<file path="config.mk">
export PLATFORM = sky130hd
export DESIGN_NAME = mmio_gpi
export DESIGN_NICKNAME = d
export VERILOG_FILES = /design/src/rtl/gpi_pkg.sv /design/src/rtl/gpi_debounce.sv /design/src/rtl/mmio_gpi.sv
export SDC_FILE = /design/constraint.sdc
export NUM_CORES = 1
export LEC_CHECK = 0
export CAP_MARGIN = 5
export CORE_UTILIZATION = 30
export CTS_BUF_LIST = sky130_fd_sc_hd__clkbuf_8
export DETAILED_ROUTE_END_ITERATION = 7
export PLACE_DENSITY = 0.52
export SYNTH_ARGS = -nofsm -noshare
export SYNTH_HDL_FRONTEND = slang
export SYNTH_SLANG_ARGS = --single-unit
</file>
<file path="constraint.sdc">
create_clock -name clk -period 4.2 [get_ports clk]
set_input_delay 0.84 -clock clk [delete_from_list [all_inputs] [get_ports clk]]
set_output_delay 0.84 -clock clk [all_outputs]
set_load 0.05 [all_outputs]
</file>
<file path="src/rtl/gpi_pkg.sv">
// gpi_pkg: register offsets and limits shared by the GPI slot
package gpi_pkg;
  localparam logic [4:0] GPI_REG_DATA    = 5'd0;
  localparam logic [4:0] GPI_REG_RISE    = 5'd1;
  localparam logic [4:0] GPI_REG_FALL    = 5'd2;
  localparam logic [4:0] GPI_REG_RISE_EN = 5'd3;
  localparam logic [4:0] GPI_REG_FALL_EN = 5'd4;
  localparam int         GPI_MAX_W       = 32;
endpackage

</file>
<file path="src/rtl/gpi_debounce.sv">
// gpi_debounce: 2-FF synchronizer plus tick-sampled debounce; a level is accepted
// once it is seen at two consecutive ticks
module gpi_debounce #(
  parameter int W        = 8,
  parameter int DB_TICKS = 50000
) (
  input  logic         clk,
  input  logic         reset_n,
  input  logic [W-1:0] gpi_in,
  output logic [W-1:0] db,
  output logic [W-1:0] db_d
);
  localparam int CW = $clog2(DB_TICKS);
  logic [W-1:0] sync1_q, sync2_q, samp_q, samp_d, db_q;
  logic [CW-1:0] cnt_q, cnt_d;
  logic tick;
  always_comb begin
    tick = cnt_q == CW'(DB_TICKS - 1);
    cnt_d = tick ? '0 : cnt_q + 1'b1;
    samp_d = tick ? sync2_q : samp_q;
    // bits that agree with the previous sample take the new level, the rest hold
    db_d = tick ? (sync2_q & samp_q) | (db_q & (sync2_q ^ samp_q)) : db_q;
  end
  always_ff @(posedge clk) begin
    if (!reset_n) begin
      sync1_q <= '0;
      sync2_q <= '0;
      cnt_q <= '0;
      samp_q <= '0;
      db_q <= '0;
    end else begin
      sync1_q <= gpi_in;
      sync2_q <= sync1_q;
      cnt_q <= cnt_d;
      samp_q <= samp_d;
      db_q <= db_d;
    end
  end
  assign db = db_q;
endmodule

</file>
<file path="src/rtl/mmio_gpi.sv">
// mmio_gpi: debounced input slot with sticky W1C edge flags and a maskable level irq
module mmio_gpi
  import gpi_pkg::*;
#(
  parameter int W        = 8,
  parameter int DB_TICKS = 50000
) (
  input  logic         clk,
  input  logic         reset_n,
  input  logic         cs,
  input  logic         read,
  input  logic         write,
  input  logic [4:0]   reg_addr,
  input  logic [31:0]  wr_data,
  output logic [31:0]  rd_data,
  input  logic [W-1:0] gpi_in,
  output logic         irq
);
  logic [W-1:0] db, db_d, wdata;
  logic [W-1:0] rise_q, rise_d, fall_q, fall_d, rise_en_q, rise_en_d, fall_en_q, fall_en_d;
  logic we, irq_q, irq_d, unused_ok;
  gpi_debounce #(.W(W), .DB_TICKS(DB_TICKS)) u_debounce (
    .clk(clk),
    .reset_n(reset_n),
    .gpi_in(gpi_in),
    .db(db),
    .db_d(db_d)
  );
  always_comb begin
    we = cs && write;
    wdata = wr_data[W-1:0];
    // edges come from the debounced next state so flags land with DATA; set beats clear
    rise_d = (rise_q & ~((we && reg_addr == GPI_REG_RISE) ? wdata : '0)) | (db_d & ~db);
    fall_d = (fall_q & ~((we && reg_addr == GPI_REG_FALL) ? wdata : '0)) | (db & ~db_d);
    rise_en_d = (we && reg_addr == GPI_REG_RISE_EN) ? wdata : rise_en_q;
    fall_en_d = (we && reg_addr == GPI_REG_FALL_EN) ? wdata : fall_en_q;
    irq_d = |((rise_q & rise_en_q) | (fall_q & fall_en_q));
    rd_data = (reg_addr == GPI_REG_DATA)    ? 32'(db) :
              (reg_addr == GPI_REG_RISE)    ? 32'(rise_q) :
              (reg_addr == GPI_REG_FALL)    ? 32'(fall_q) :
              (reg_addr == GPI_REG_RISE_EN) ? 32'(rise_en_q) :
              (reg_addr == GPI_REG_FALL_EN) ? 32'(fall_en_q) : 32'd0;
  end
  always_ff @(posedge clk) begin
    if (!reset_n) begin
      rise_q <= '0;
      fall_q <= '0;
      rise_en_q <= '0;
      fall_en_q <= '0;
      irq_q <= 1'b0;
    end else begin
      rise_q <= rise_d;
      fall_q <= fall_d;
      rise_en_q <= rise_en_d;
      fall_en_q <= fall_en_d;
      irq_q <= irq_d;
    end
  end
  assign irq = irq_q;
  assign unused_ok = ^{read, wr_data};
endmodule

</file>
==> results.toml <==
[placement]
pre_cts_ws_ns = 0.629
gp_congestion = 0.806
dp_cells = 585
port_buffers = 33
hpwl_um = 5950

[layout]
finalCoreUtilization_pct = 36.8
layout-drive-gt1-share_pct = 9.25
nNetsFinal = 508
fin_cells = 601
syn2layout_area_growth_pct = 19.2
antenna_cells = 0

[synthesis]
synthMuxAreaShare_pct = 6.64
synth_edf_count = 0
synth_compound_area_share_pct = 14.7
avgSynthCellArea_sq_um = 8.88
synth_most_common_cell = "dfxtp_1"
async_flop_share_pct = 0
syn_area_sq_um = 3710
synth_top_family_by_area = "simple AND/OR/NAND/NOR gates"
synthCells = 418
yosysTopAreaCell = "dfxtp_1"
ys_types = 44
synth_common_cells = "81 x dfxtp_1, 51 x nor2_1, 36 x nand2_1"
synth_xor_area_share_pct = 3.07
yosys.area_share.simple_pct = 20.6
synthDominantCellAreaShare_pct = 43.7
yosysWarnings = 0
synth.area.top_cells = "dfxtp_1 44%, nor2_1 5.2%, mux2i_1 5.1%"
ys_ff_latch = 81
seq_area_frac_synth_pct = 43.7
synthAdderAreaFrac_pct = 3.03
synthFlopType = "dfxtp_1"

[global_route]
grt-ovfl-total = 0
grt_pass1_wl_um = 14000
top_usage_layer = "met2"
grtUsageMet1_pct = 18.5
antenna_found_initial = 0
grt_pass1_vias = 2779
track_usage_pct = 13.7
grt.met2_usage_pct = 21.7
use_met3_pct = 2.41
grt_start_max_net_pins = 32

[floorplan]
die_w_um = 113
ios = 83
die_area_sq_um = 12800
die_y_um = 113
coreArea_sq_um = 12000
rows = 40
start_util_pct = 30.9

[timing]
rsz0062_at_grt = "false"
holdWs_ns = 0.437
setup_viol_count_final = 0
hold_violations = 0
maxSlewHeadroom_pct = 54.0
finalMaxSlewViolations = 0
fin_crit_sh_pct = 85.8
clock.fmax_mhz = 277
fin_worst_skew_ns = 0.0168
tightest_slew_ns = 0.688
min_period_ns = 3.61
setup_ws_ns = 0.594
fin_setup_tns_ns = 0

[power]
power_leakage_nw = 1.64
powerDensity_nw_per_um2 = 362
max-vdd-ir-drop_v = 0.000136

[outcome]
status = "completed"

[cts]
clockBufferDepth = 2
cts_root_buf = "clkbuf_8"
cts_hold_buf = 0
postCtsSetupBuffers = 0
htree_levels = 3
clock-sinks = 81
cts_tree = "done"
cts_resized = 0
cts_buffers = 9
clkLatencyLatePin_ns = 0.35
clk_transition_reported_paths_ns = 0.07

[worst_setup_path]
path_delay_family = "simple AND/OR/NAND/NOR gates"
required_ns = 3.36
crit_chain = "clkdlybuf4s50_1, nor4_1, and2_1, a22oi_1, a21oi_1, buf_12"
cp-start-kind = "input pin"
path_max_fanout = 8
cp-end-kind = "output pin"
worst-endpoint-arrival_ns = 2.77
path_buf_inv = 2
slowest_delay_ns = 0.52
crit_type = "in2out"
slowest_stage = "clkdlybuf4s50_1"

[route]
vias = 2924
drc = 0
firstDrtPassIters = 4
routed_wl_um = 8280
ant_nets = 0
viasPerCell = 4.87
routedWlPerCell_um = 13.8
drt_iter0_drc = 130

[job]
drv_cap = 0

[min_path]
min_path_type = "reg2reg"
## sequential cells by signal, indices dropped and copies added (netlist names)
register,count
rise_en_q,8
u_debounce.db,8
u_debounce.sync1_q,8
u_debounce.samp_q,8
rise_q,8
u_debounce.sync2_q,8
fall_q,8
irq,1
u_debounce.cnt_q,16
fall_en_q,8
## layout by cell type (no fill, tap or decap), types with 2 or more instances in the layout
master and n:
bufinv_16 3, nor2_1 51, a21oi_1 30, dfxtp_1 81
o22ai_1 3, nand2_1 36, o31ai_1 5, a221oi_1 3
mux2i_1 19, ha_1 9, a21boi_0 3, buf_12 8
and2_1 21, mux2_2 5, a32oi_1 4, nor4_2 2
clkbuf_8 9, o21ai_0 18, conb_1 24, nor3_1 4
nor4_1 4, nand4_1 3, buf_4 6, and3_1 3
a22oi_1 7, a22o_1 3, a31o_1 8, clkdlybuf4s50_1 25
nand3_1 18, xnor2_1 12, inv_1 9
## worst register-to-register path: stages (launching register included)
cell and delay (ns):
dfxtp_1 0.39, ha_1 0.20, nand3_1 0.29, or4_4 0.75, o21ai_0 0.21, a21oi_1 0.09
## stage by stage
stage | power (mW) | area, sq um
finish | 1.60 | 4420
floorplan | 0.904 | 3800
global route | 1.66 | 4420
global placement | 0.936 | 4180
CTS | 1.62 | 4420
detailed placement | 0.937 | 4180
## routing by layer
layer | part of all wire, % | vias to the layer above
met5 | 0 | -
met4 | 1.3 | 0
met3 | 4.4 | 11
met2 | 44 | 85
met1 | 50 | 1352
li1 | - | 1476
## logic make-up (layout without fill, tap and decap cells)
logic type               after synthesis  count (layout)
AND/OR/NAND/NOR                      153             153
AO/OA/AOI/OAI                         86              86
flip-flops                            81              81
buffers and inverters                 51              64
multiplexers                          24              24
XOR/XNOR                              13              13
adder cells (fa/ha/maj)                9               9
other                                  1              24
## final cells by class
cell class / count / area [sq um]
clock buffer: 9 / 124
clock inverter: 7 / 119
fill: 1244 / 7590
inverter: 9 / 33.8
multi-input combinational: 309 / 1890
sequential: 81 / 1620
tap: 147 / 184
timing repair buffer: 39 / 455
## worst paths after layout
check | from | end | slack (ns) | cells after the start
hold reg to reg | u_debounce.sync1_q[6] | u_debounce.sync2_q[6] | 0.44 | 1
setup reg to reg | u_debounce.cnt_q[0] | u_debounce.db[4] | 2.15 | 5
hold / removal | u_debounce.sync1_q[6] | u_debounce.sync2_q[6] | 0.44 | 1
setup / recovery | reg_addr[1] | rd_data[1] | 0.59 | 6
## power breakdown
group	switching (mW)	internal, mW
combinational	0.0937	0.0420
sequential	0.00539	0.777
clock	0.285	0.396
total	0.384	1.22
(Power assumes the default switching activity.)
